`config.mk`:
```
export PLATFORM = sky130hd
export DESIGN_NAME = spec_peak_finder
export DESIGN_NICKNAME = d
export VERILOG_FILES = /design/src/rtl/spec_peak_finder_pkg.sv /design/src/rtl/spec_peak_finder_peak_insert.sv /design/src/rtl/spec_peak_finder.sv
export SDC_FILE = /design/constraint.sdc
export NUM_CORES = 1
export LEC_CHECK = 0
export ABC_CLOCK_PERIOD_IN_PS = 6200
export CORE_ASPECT_RATIO = 1.75
export CORE_MARGIN = 2
export CORE_UTILIZATION = 55
export CTS_CLUSTER_DIAMETER = 120
export DETAILED_ROUTE_END_ITERATION = 10
export GPL_TIMING_DRIVEN = 0
export PLACE_DENSITY = 0.73
export SYNTH_ARGS = -nofsm -noshare
export SYNTH_HDL_FRONTEND = slang
export SYNTH_SLANG_ARGS = --single-unit
```
`constraint.sdc`:
```
create_clock -name clk -period 6.2 [get_ports clk]
set_input_delay 1.24 -clock clk [delete_from_list [all_inputs] [get_ports clk]]
set_output_delay 1.24 -clock clk [all_outputs]
set_load 0.01 [all_outputs]
```
`src/rtl/spec_peak_finder_pkg.sv`:
```
// -----------------------------------------------------------------------------
// spec_pkg
// Shared definitions for the spectral peak finder:
//   - state_e       : controller states (IDLE, SCAN, FLUSH, HARM, DONE)
//   - DEF_DATA_W    : default magnitude width
//   - DEF_ADDR_W    : default RAM address width (N_BINS = 2**ADDR_W)
//   - DEF_N_PEAKS   : default number of peak slots
//   - harm_addr()   : third-harmonic bin index, 3*bin, two bits wider than the
//                     address so the product never wraps
// -----------------------------------------------------------------------------
package spec_pkg;

    localparam int DEF_DATA_W  = 16;
    localparam int DEF_ADDR_W  = 8;
    localparam int DEF_N_PEAKS = 2;

    typedef enum logic [2:0] {
        ST_IDLE  = 3'd0,
        ST_SCAN  = 3'd1,
        ST_FLUSH = 3'd2,
        ST_HARM  = 3'd3,
        ST_DONE  = 3'd4
    } state_e;

    // 3*bin computed as (bin<<1)+bin on a widened operand.
    function automatic logic [DEF_ADDR_W+1:0] harm_addr(input logic [DEF_ADDR_W-1:0] bin);
        logic [DEF_ADDR_W+1:0] b_ext;
        b_ext = {2'b00, bin};
        return (b_ext << 1) + b_ext;
    endfunction

endpackage

```
`src/rtl/spec_peak_finder_peak_insert.sv`:
```
// -----------------------------------------------------------------------------
// peak_insert
// Combinational sorted insert of one (bin, mag) candidate into a peak list
// kept in descending magnitude order. A candidate lands below every existing
// entry of equal or larger magnitude, so on a tie the earlier (lower) bin keeps
// its rank. Whatever is pushed past the last slot falls off the end.
// Ports:
//   in_bin / in_mag   : current list, slot 0 in the LSBs
//   in_cnt            : number of filled slots
//   ins_bin / ins_mag : candidate
//   out_bin / out_mag : list after insertion
//   out_cnt           : filled slots after insertion (saturates at N_PEAKS)
// -----------------------------------------------------------------------------
module peak_insert
    import spec_pkg::*;
#(
    parameter int DATA_W  = DEF_DATA_W,
    parameter int ADDR_W  = DEF_ADDR_W,
    parameter int N_PEAKS = DEF_N_PEAKS
) (
    input  logic [N_PEAKS*ADDR_W-1:0] in_bin,
    input  logic [N_PEAKS*DATA_W-1:0] in_mag,
    input  logic [2:0]                in_cnt,
    input  logic [ADDR_W-1:0]         ins_bin,
    input  logic [DATA_W-1:0]         ins_mag,
    output logic [N_PEAKS*ADDR_W-1:0] out_bin,
    output logic [N_PEAKS*DATA_W-1:0] out_mag,
    output logic [2:0]                out_cnt
);

    int pos;

    // Locate the insertion slot, then rebuild the list around it.
    always_comb begin
        pos = 0;
        for (int i = 0; i < N_PEAKS; i++) begin
            if ((i < int'(in_cnt)) && (in_mag[i*DATA_W +: DATA_W] >= ins_mag)) begin
                pos = pos + 1;
            end else begin
                pos = pos;
            end
        end

        out_bin = in_bin;
        out_mag = in_mag;

        if (pos == 0) begin
            out_bin[ADDR_W-1:0] = ins_bin;
            out_mag[DATA_W-1:0] = ins_mag;
        end else begin
            out_bin[ADDR_W-1:0] = in_bin[ADDR_W-1:0];
            out_mag[DATA_W-1:0] = in_mag[DATA_W-1:0];
        end

        for (int i = 1; i < N_PEAKS; i++) begin
            if (i < pos) begin
                out_bin[i*ADDR_W +: ADDR_W] = in_bin[i*ADDR_W +: ADDR_W];
                out_mag[i*DATA_W +: DATA_W] = in_mag[i*DATA_W +: DATA_W];
            end else if (i == pos) begin
                out_bin[i*ADDR_W +: ADDR_W] = ins_bin;
                out_mag[i*DATA_W +: DATA_W] = ins_mag;
            end else begin
                out_bin[i*ADDR_W +: ADDR_W] = in_bin[(i-1)*ADDR_W +: ADDR_W];
                out_mag[i*DATA_W +: DATA_W] = in_mag[(i-1)*DATA_W +: DATA_W];
            end
        end

        if (int'(in_cnt) < N_PEAKS) begin
            out_cnt = in_cnt + 3'd1;
        end else begin
            out_cnt = in_cnt;
        end
    end

endmodule

```
`src/rtl/spec_peak_finder.sv`:
```
// -----------------------------------------------------------------------------
// spec_peak_finder
// Scans the lower half of a magnitude spectrum held in an external RAM, keeps
// the N_PEAKS largest local maxima, then reads each peak's third harmonic to
// classify it as sine (weak harmonic) or triangle (strong harmonic).
// Ports:
//   clk, rst   : clock, asynchronous active-high reset
//   start      : rising edge launches a scan (ignored unless idle)
//   clr        : level; aborts any scan and clears all results
//   rd_addr    : magnitude RAM read address
//   rd_data    : magnitude returned RD_LAT cycles after rd_addr
//   peak_bin   : packed bin indices, slot 0 in the LSBs
//   peak_mag   : packed peak magnitudes
//   peak_sin   : per slot, 1 = sine, 0 = triangle
//   peak_cnt   : number of filled slots
//   busy       : scan in progress
//   valid      : results posted and stable
// -----------------------------------------------------------------------------
module spec_peak_finder
    import spec_pkg::*;
#(
    parameter int                DATA_W     = DEF_DATA_W,
    parameter int                ADDR_W     = DEF_ADDR_W,
    parameter int                N_PEAKS    = DEF_N_PEAKS,
    parameter int                BIN_MIN    = 1,
    parameter int                RD_LAT     = 1,
    parameter int                HARM_SHIFT = 5,
    parameter logic [DATA_W-1:0] THRESH     = 16'd64
) (
    input  logic                      clk,
    input  logic                      rst,
    input  logic                      start,
    input  logic                      clr,
    output logic [ADDR_W-1:0]         rd_addr,
    input  logic [DATA_W-1:0]         rd_data,
    output logic [N_PEAKS*ADDR_W-1:0] peak_bin,
    output logic [N_PEAKS*DATA_W-1:0] peak_mag,
    output logic [N_PEAKS-1:0]        peak_sin,
    output logic [2:0]                peak_cnt,
    output logic                      busy,
    output logic                      valid
);

    localparam int                HALF      = 1 << (ADDR_W - 1);
    localparam logic [ADDR_W-1:0] HALF_A    = ADDR_W'(HALF);
    localparam logic [ADDR_W+1:0] HALF_H    = (ADDR_W + 2)'(HALF);
    localparam logic [ADDR_W-1:0] START_A   = ADDR_W'(BIN_MIN - 1);
    // First returned address whose window centre (address-1) is eligible.
    localparam logic [ADDR_W-1:0] FIRST_K_A = ADDR_W'(BIN_MIN + 1);
    localparam logic [1:0]        LAT_LAST  = 2'(RD_LAT);

    state_e                    state_q, state_d;
    logic                      start_d_q, start_d_d;
    logic [ADDR_W-1:0]         rd_addr_q, rd_addr_d;
    logic [RD_LAT-1:0]         tag_vld_q, tag_vld_d;
    logic [ADDR_W-1:0]         tag_addr_q [RD_LAT];
    logic [ADDR_W-1:0]         tag_addr_d [RD_LAT];
    logic [DATA_W-1:0]         prev_q, prev_d;
    logic [DATA_W-1:0]         cur_q, cur_d;
    logic [1:0]                flush_cnt_q, flush_cnt_d;
    logic [N_PEAKS*ADDR_W-1:0] list_bin_q, list_bin_d;
    logic [N_PEAKS*DATA_W-1:0] list_mag_q, list_mag_d;
    logic [N_PEAKS-1:0]        list_sin_q, list_sin_d;
    logic [2:0]                list_cnt_q, list_cnt_d;
    logic [2:0]                hidx_q, hidx_d;
    logic [1:0]                hw_q, hw_d;
    logic [N_PEAKS*ADDR_W-1:0] peak_bin_q, peak_bin_d;
    logic [N_PEAKS*DATA_W-1:0] peak_mag_q, peak_mag_d;
    logic [N_PEAKS-1:0]        peak_sin_q, peak_sin_d;
    logic [2:0]                peak_cnt_q, peak_cnt_d;
    logic                      busy_q, busy_d;
    logic                      valid_q, valid_d;

    logic                      start_edge_s;
    logic                      tv_s;
    logic [ADDR_W-1:0]         ta_s;
    logic                      ins_en_s;
    logic [ADDR_W-1:0]         ins_bin_s;
    logic [N_PEAKS*ADDR_W-1:0] ins_list_bin_s;
    logic [N_PEAKS*DATA_W-1:0] ins_list_mag_s;
    logic [2:0]                ins_list_cnt_s;
    logic [ADDR_W-1:0]         slot_bin_s, next_bin_s;
    logic [DATA_W-1:0]         slot_mag_s;
    logic [ADDR_W+1:0]         slot_h_s, next_h_s, first_h_s;
    logic                      slot_skip_s;
    logic                      harm_sin_s;

    // Data returning from the RAM belongs to the oldest tagged scan address.
    assign tv_s      = tag_vld_q[RD_LAT-1];
    assign ta_s      = tag_addr_q[RD_LAT-1];
    assign ins_bin_s = ta_s - {{(ADDR_W-1){1'b0}}, 1'b1};
    // Window is (prev, cur, rd_data) centred on bin ta_s-1.
    assign ins_en_s  = tv_s && (ta_s >= FIRST_K_A) && (cur_q > prev_q)
                       && (cur_q >= rd_data) && (cur_q >= THRESH);
    assign start_edge_s = start && !start_d_q;

    peak_insert #(
        .DATA_W  (DATA_W),
        .ADDR_W  (ADDR_W),
        .N_PEAKS (N_PEAKS)
    ) u_peak_insert (
        .in_bin  (list_bin_q),
        .in_mag  (list_mag_q),
        .in_cnt  (list_cnt_q),
        .ins_bin (ins_bin_s),
        .ins_mag (cur_q),
        .out_bin (ins_list_bin_s),
        .out_mag (ins_list_mag_s),
        .out_cnt (ins_list_cnt_s)
    );

    // Select the slot being classified and the one after it.
    always_comb begin
        slot_bin_s = '0;
        slot_mag_s = '0;
        next_bin_s = '0;
        for (int i = 0; i < N_PEAKS; i++) begin
            if (3'(i) == hidx_q) begin
                slot_bin_s = list_bin_q[i*ADDR_W +: ADDR_W];
                slot_mag_s = list_mag_q[i*DATA_W +: DATA_W];
            end else begin
                slot_bin_s = slot_bin_s;
            end
            if (3'(i) == (hidx_q + 3'd1)) begin
                next_bin_s = list_bin_q[i*ADDR_W +: ADDR_W];
            end else begin
                next_bin_s = next_bin_s;
            end
        end
        slot_h_s    = harm_addr(slot_bin_s);
        next_h_s    = harm_addr(next_bin_s);
        first_h_s   = harm_addr(list_bin_q[ADDR_W-1:0]);
        slot_skip_s = (slot_h_s >= HALF_H);
        harm_sin_s  = slot_skip_s ? 1'b1 : !(rd_data > (slot_mag_s >> HARM_SHIFT));
    end

    // Next-state logic for the controller, scan pipeline and result registers.
    always_comb begin
        state_d     = state_q;
        start_d_d   = start;
        rd_addr_d   = rd_addr_q;
        prev_d      = prev_q;
        cur_d       = cur_q;
        flush_cnt_d = flush_cnt_q;
        list_bin_d  = list_bin_q;
        list_mag_d  = list_mag_q;
        list_sin_d  = list_sin_q;
        list_cnt_d  = list_cnt_q;
        hidx_d      = hidx_q;
        hw_d        = hw_q;
        peak_bin_d  = peak_bin_q;
        peak_mag_d  = peak_mag_q;
        peak_sin_d  = peak_sin_q;
        peak_cnt_d  = peak_cnt_q;
        busy_d      = busy_q;
        valid_d     = valid_q;

        // Tag pipeline mirrors the RAM latency for scan reads only.
        tag_vld_d[0]  = (state_q == ST_SCAN);
        tag_addr_d[0] = rd_addr_q;
        for (int j = 1; j < RD_LAT; j++) begin
            tag_vld_d[j]  = tag_vld_q[j-1];
            tag_addr_d[j] = tag_addr_q[j-1];
        end

        // Slide the window and fold any detected peak into the list.
        if (tv_s) begin
            prev_d = cur_q;
            cur_d  = rd_data;
            if (ins_en_s) begin
                list_bin_d = ins_list_bin_s;
                list_mag_d = ins_list_mag_s;
                list_cnt_d = ins_list_cnt_s;
            end else begin
                list_cnt_d = list_cnt_q;
            end
        end else begin
            prev_d = prev_q;
        end

        case (state_q)
            ST_IDLE: begin
                if (start_edge_s) begin
                    state_d    = ST_SCAN;
                    rd_addr_d  = START_A;
                    busy_d     = 1'b1;
                    valid_d    = 1'b0;
                    list_bin_d = '0;
                    list_mag_d = '0;
                    list_sin_d = '0;
                    list_cnt_d = 3'd0;
                end else begin
                    state_d = ST_IDLE;
                end
            end
            ST_SCAN: begin
                if (rd_addr_q == HALF_A) begin
                    state_d     = ST_FLUSH;
                    flush_cnt_d = 2'd0;
                end else begin
                    rd_addr_d = rd_addr_q + {{(ADDR_W-1){1'b0}}, 1'b1};
                end
            end
            ST_FLUSH: begin
                // The list is final once the pipeline has drained; arm slot 0.
                if (flush_cnt_q == LAT_LAST) begin
                    hidx_d = 3'd0;
                    hw_d   = 2'd0;
                    if (list_cnt_q == 3'd0) begin
                        state_d = ST_DONE;
                    end else begin
                        state_d = ST_HARM;
                        if (first_h_s < HALF_H) begin
                            rd_addr_d = first_h_s[ADDR_W-1:0];
                        end else begin
                            rd_addr_d = rd_addr_q;
                        end
                    end
                end else begin
                    flush_cnt_d = flush_cnt_q + 2'd1;
                end
            end
            ST_HARM: begin
                // Out-of-range harmonics finish in one cycle with no read.
                if (slot_skip_s || (hw_q == LAT_LAST)) begin
                    for (int i = 0; i < N_PEAKS; i++) begin
                        if (3'(i) == hidx_q) begin
                            list_sin_d[i] = harm_sin_s;
                        end else begin
                            list_sin_d[i] = list_sin_q[i];
                        end
                    end
                    hw_d = 2'd0;
                    if ((hidx_q + 3'd1) >= list_cnt_q) begin
                        state_d = ST_DONE;
                    end else begin
                        hidx_d = hidx_q + 3'd1;
                        if (next_h_s < HALF_H) begin
                            rd_addr_d = next_h_s[ADDR_W-1:0];
                        end else begin
                            rd_addr_d = rd_addr_q;
                        end
                    end
                end else begin
                    hw_d = hw_q + 2'd1;
                end
            end
            ST_DONE: begin
                peak_bin_d = list_bin_q;
                peak_mag_d = list_mag_q;
                peak_sin_d = list_sin_q;
                peak_cnt_d = list_cnt_q;
                valid_d    = 1'b1;
                busy_d     = 1'b0;
                state_d    = ST_IDLE;
            end
            default: begin
                state_d = ST_IDLE;
            end
        endcase

        // clr overrides everything, including a coincident start edge.
        if (clr) begin
            state_d     = ST_IDLE;
            rd_addr_d   = '0;
            tag_vld_d   = '0;
            prev_d      = '0;
            cur_d       = '0;
            flush_cnt_d = 2'd0;
            list_bin_d  = '0;
            list_mag_d  = '0;
            list_sin_d  = '0;
            list_cnt_d  = 3'd0;
            hidx_d      = 3'd0;
            hw_d        = 2'd0;
            peak_bin_d  = '0;
            peak_mag_d  = '0;
            peak_sin_d  = '0;
            peak_cnt_d  = 3'd0;
            busy_d      = 1'b0;
            valid_d     = 1'b0;
        end else begin
            state_d = state_d;
        end
    end

    // State and datapath registers.
    always_ff @(posedge clk or posedge rst) begin
        if (rst) begin
            state_q     <= ST_IDLE;
            start_d_q   <= 1'b0;
            rd_addr_q   <= '0;
            tag_vld_q   <= '0;
            for (int j = 0; j < RD_LAT; j++) begin
                tag_addr_q[j] <= '0;
            end
            prev_q      <= '0;
            cur_q       <= '0;
            flush_cnt_q <= 2'd0;
            list_bin_q  <= '0;
            list_mag_q  <= '0;
            list_sin_q  <= '0;
            list_cnt_q  <= 3'd0;
            hidx_q      <= 3'd0;
            hw_q        <= 2'd0;
            peak_bin_q  <= '0;
            peak_mag_q  <= '0;
            peak_sin_q  <= '0;
            peak_cnt_q  <= 3'd0;
            busy_q      <= 1'b0;
            valid_q     <= 1'b0;
        end else begin
            state_q     <= state_d;
            start_d_q   <= start_d_d;
            rd_addr_q   <= rd_addr_d;
            tag_vld_q   <= tag_vld_d;
            tag_addr_q  <= tag_addr_d;
            prev_q      <= prev_d;
            cur_q       <= cur_d;
            flush_cnt_q <= flush_cnt_d;
            list_bin_q  <= list_bin_d;
            list_mag_q  <= list_mag_d;
            list_sin_q  <= list_sin_d;
            list_cnt_q  <= list_cnt_d;
            hidx_q      <= hidx_d;
            hw_q        <= hw_d;
            peak_bin_q  <= peak_bin_d;
            peak_mag_q  <= peak_mag_d;
            peak_sin_q  <= peak_sin_d;
            peak_cnt_q  <= peak_cnt_d;
            busy_q      <= busy_d;
            valid_q     <= valid_d;
        end
    end

    assign rd_addr  = rd_addr_q;
    assign peak_bin = peak_bin_q;
    assign peak_mag = peak_mag_q;
    assign peak_sin = peak_sin_q;
    assign peak_cnt = peak_cnt_q;
    assign busy     = busy_q;
    assign valid    = valid_q;

endmodule

```
==> out/qor.csv <==
stage,metric,value,unit
global_route,busiest grt layer,met2,
logic_synthesis,Post-synth EDFFs,0,
clock_tree,CTS tree,built,
logic_synthesis,Synth area leaders,"dfrtp_1 (38%), ha_1 (13%), a21oi_1 (6.6%)",
critical_path,critical path type,reg -> reg,
global_route,largest net degree at the start of global routing,122,
final_layout,NumNets Final,1472,
route,# DRC,0,
critical_path,CP Launch Type,flip-flop,
die,Initial Util,0.557,
route,Iter 0 DRT Violations,686,
timing,setup TNS,0,ns
timing,hold slack,0.480,ns
logic_synthesis,Mapped Cells,1237,
die,Row Count,68,
critical_path,CP required,6.55,ns
pwr,Net Sw Frac,0.258,
clock_tree,clock slew at reported path FFs,0.07,ns
final_layout,Post-Layout Cell Count,1597,
logic_synthesis,post-synthesis async set-or-reset flop share,1.00,
logic_synthesis,Main synth FF type,dfrtp_1,
clock_tree,H-Tree Depth,4,
timing,"Worst Setup Slack, final",1.09,ns
route,antenna-violating nets left,0,
global_route,initial antenna violation count,0,
timing,Max transition margin,0.255,
critical_path,Worst Path Max Fanout,10,
die,Chip Width,111,um
final_layout,fill count,1738,
clock_tree,worst-skew pair later-pin latency,0.45,ns
global_route,grt met2 use,0.584,
route,1st-pass router iterations,5,
hold_path,Hold/Removal Path Class,reg -> reg,
timing,fin crit period,5.11,ns
global_route,global-route wire length before repair,52.7,mm
pwr,sequential fraction of design power,0.463,
logic_synthesis,YS warnings,0,
global_route,vias in the first global route,10000,
global_route,total track usage,0.325,
clock_tree,CTS root buffer,clkbuf_16,
clock_tree,postcts setup bufs,0,
logic_synthesis,post-synthesis cell type count,78,
pwr,leakage power,5.44,nW
logic_synthesis,Mapped Nets,1370,
hold_path,hold path start,hw_q[1],
die,Ports,83,
logic_synthesis,share of the synthesized area in the top cell type,0.384,
timing,RSZ-0062 raised after global routing,no,
clock_tree,post_cts resized,0,
pwr,Net Sw Power,0.620,mW
die,Core Area,19700,um^2
pwr,Pint,1.78,mW
status,status,"complete, no violations",
logic_synthesis,Avg Synthesized Cell Area,8.85,um^2
critical_path,CP arrival,5.46,ns
clock_tree,total clock sinks,168,
pwr,clock share of power,0.457,
logic_synthesis,register area share after synthesis,0.384,
die,Die Y,191,um
timing,Clock Skew,0.0112,ns
critical_path,reg2reg start,hidx_q[0],
timing,maximum clock rate,196,MHz
pwr,Comb power frac,0.080,
timing,period utilization,0.825,
die,full die area,21100,um^2
route,vias per inst,6.21,
final_layout,area grow syn2layout,16.1,%
timing,worst slew pin tran,1.11,ns
job,total of max-cap violations,0,
placement,Place WS,1.12,ns
pwr,VDD IR max,156,uV
final_layout,ant diodes,0,
placement,dpl cells,1565,
critical_path,CP Capture Type,flip-flop,
timing,Finish-stage setup viols,0,
timing,Final Max Slew Viols,0,
timing,final-report hold violation count,0,
pwr,power density over the cells,189,nW/um^2
global_route,met3 Resource Use GR,0.0423,
logic_synthesis,synthesized flop and latch total,168,
placement,HPWL after detailed placement,26.0,mm
final_layout,fin util,0.647,
logic_synthesis,Yosys top cell by area,dfrtp_1,
critical_path,CP startpoint,hidx_q[0],
placement,gpl congestion,0.998,
logic_synthesis,Netlist Area Pre-Place,10900,um^2
clock_tree,cts hold-fix bufs,0,
route,mean routed wirelength per cell,21.2,um
route,routed wire length,33.8,mm
placement,Port-buffer cells,81,
final_layout,share of layout cells above drive strength 1,0.0481,
clock_tree,CTS Buf Count,17,
clock_tree,Clock Path Buffers,2,
global_route,total congestion overflow,0,
route,routed via count,9925,
global_route,met1 usage,0.333,
state kept, by name, summed over array words and instances, names as in the netlist, 8 cells and up:
name and cells:
ta_s 8, list_mag_q 32, rd_addr 8, peak_mag 32, list_bin_q 16, cur_q 16, peak_bin 16, prev_q 16
path summary, 6_finish.rpt:
check | slack (ns) | to | cells past startpoint
setup / recovery | 1.09 | rd_addr[4] | 16
hold / removal | 0.48 | hw_q[1] | 2
min in group asynchronous | 1.20 | peak_bin[14] | 2
hold reg to reg | 0.48 | hw_q[1] | 2
max in group asynchronous | 4.04 | cur_q[3] | 3
setup reg to reg | 1.09 | rd_addr[4] | 16
synthesized netlist by cell type (11+ instances only):
cell type  instances
a2111oi_0         20
a211oi_1          25
a21o_1            34
a21oi_1          145
a22o_1            14
clkbuf_1          56
dfrtp_1          168
ha_1             111
inv_1             75
mux2i_1           33
nand2_1          161
nand3_1           37
nand4_1           12
nor2_1            78
nor2b_1           22
nor3_1            30
o211ai_1          11
o21ai_0           56
routing by layer:
layer | vias to the layer above | part of all wire
met4 | 0 | 0.096
li1 | 4631 | -
met5 | - | 0
met2 | 324 | 0.52
met1 | 4810 | 0.35
met3 | 160 | 0.034
power groups by stage:
stage                     Clock (mW)  Sequential, mW  Combinational, mW
after detailed placement           0            1.13              0.191
after global routing            1.15            1.11              0.213
after global placement             0            1.13              0.184
final                           1.10            1.11              0.193
after CTS                       1.11            1.11              0.193
after floorplan                    0            1.13              0.121
area by class of cell:
type	count	area, um^2	area share
timing repair buffer	83	846	0.0665
tap	245	307	0.0241
clock buffer	19	453	0.0356
inverter	76	293	0.0230
multi-input combinational	926	6200	0.488
buffer	67	268	0.0211
sequential	168	4200	0.331
clock inverter	13	144	0.0113
per-stage QoR:
step	instance area [um^2]	total power, mW
after floorplan	10900	1.25
after global placement	12100	1.32
after detailed placement	12100	1.32
after CTS	12700	2.41
after global routing	12700	2.48
final	12700	2.40
cell families after synthesis:
| family | Yosys count | synth area share |
|---|---|---|
| simple gates | 392 | 0.168 |
| compound gates | 363 | 0.215 |
| flops | 168 | 0.384 |
| buf+inv | 143 | 0.0505 |
| fa+ha+maj | 113 | 0.130 |
| mux | 40 | 0.0376 |
| xor+xnor | 18 | 0.0144 |
critical path, stage by stage (launching register included):
cell and delay [ns]:
dfrtp_1 0.42, inv_1 0.10, ha_1 0.49, buf_4 0.28
and2b_1 0.23, clkbuf_1 0.30, o21ai_0 0.28, ha_1 0.32
fa_1 0.43, a211oi_1 0.37, o21ai_0 0.17, a2111oi_0 0.43
a211oi_1 0.16, o31ai_2 0.35, o41ai_4 0.20, buf_4 0.21
o31ai_1 0.26
cells in the final DEF (no fill, tap or decap), types with 6 or more instances in the layout:
| master | netlist | routed |
|---|---|---|
| nand4_1 | 12 | 12 |
| nor2b_1 | 22 | 22 |
| xor2_1 | 10 | 10 |
| nand2b_1 | 6 | 6 |
| o31ai_1 | 6 | 6 |
| clkbuf_1 | 56 | 56 |
| a2111oi_0 | 20 | 20 |
| nor3_1 | 30 | 29 |
| buf_1 | 6 | 6 |
| nor2_1 | 78 | 78 |
| nand3_1 | 37 | 37 |
| nand3b_1 | 6 | 6 |
| a21oi_1 | 145 | 145 |
| xnor2_1 | 8 | 8 |
| nand2_1 | 161 | 161 |
| a31oi_1 | 6 | 6 |
| mux2i_1 | 33 | 33 |
| ha_1 | 111 | 111 |
| dfrtp_1 | 168 | 168 |
| inv_1 | 75 | 74 |
| a211oi_1 | 25 | 25 |
| a21o_1 | 34 | 34 |
| o21ai_0 | 56 | 56 |
| a22o_1 | 14 | 14 |
| o211ai_1 | 11 | 11 |
| clkbuf_16 | 0 | 17 |
| clkdlybuf4s50_1 | 0 | 81 |
Power figures use the tool's default switching activity.
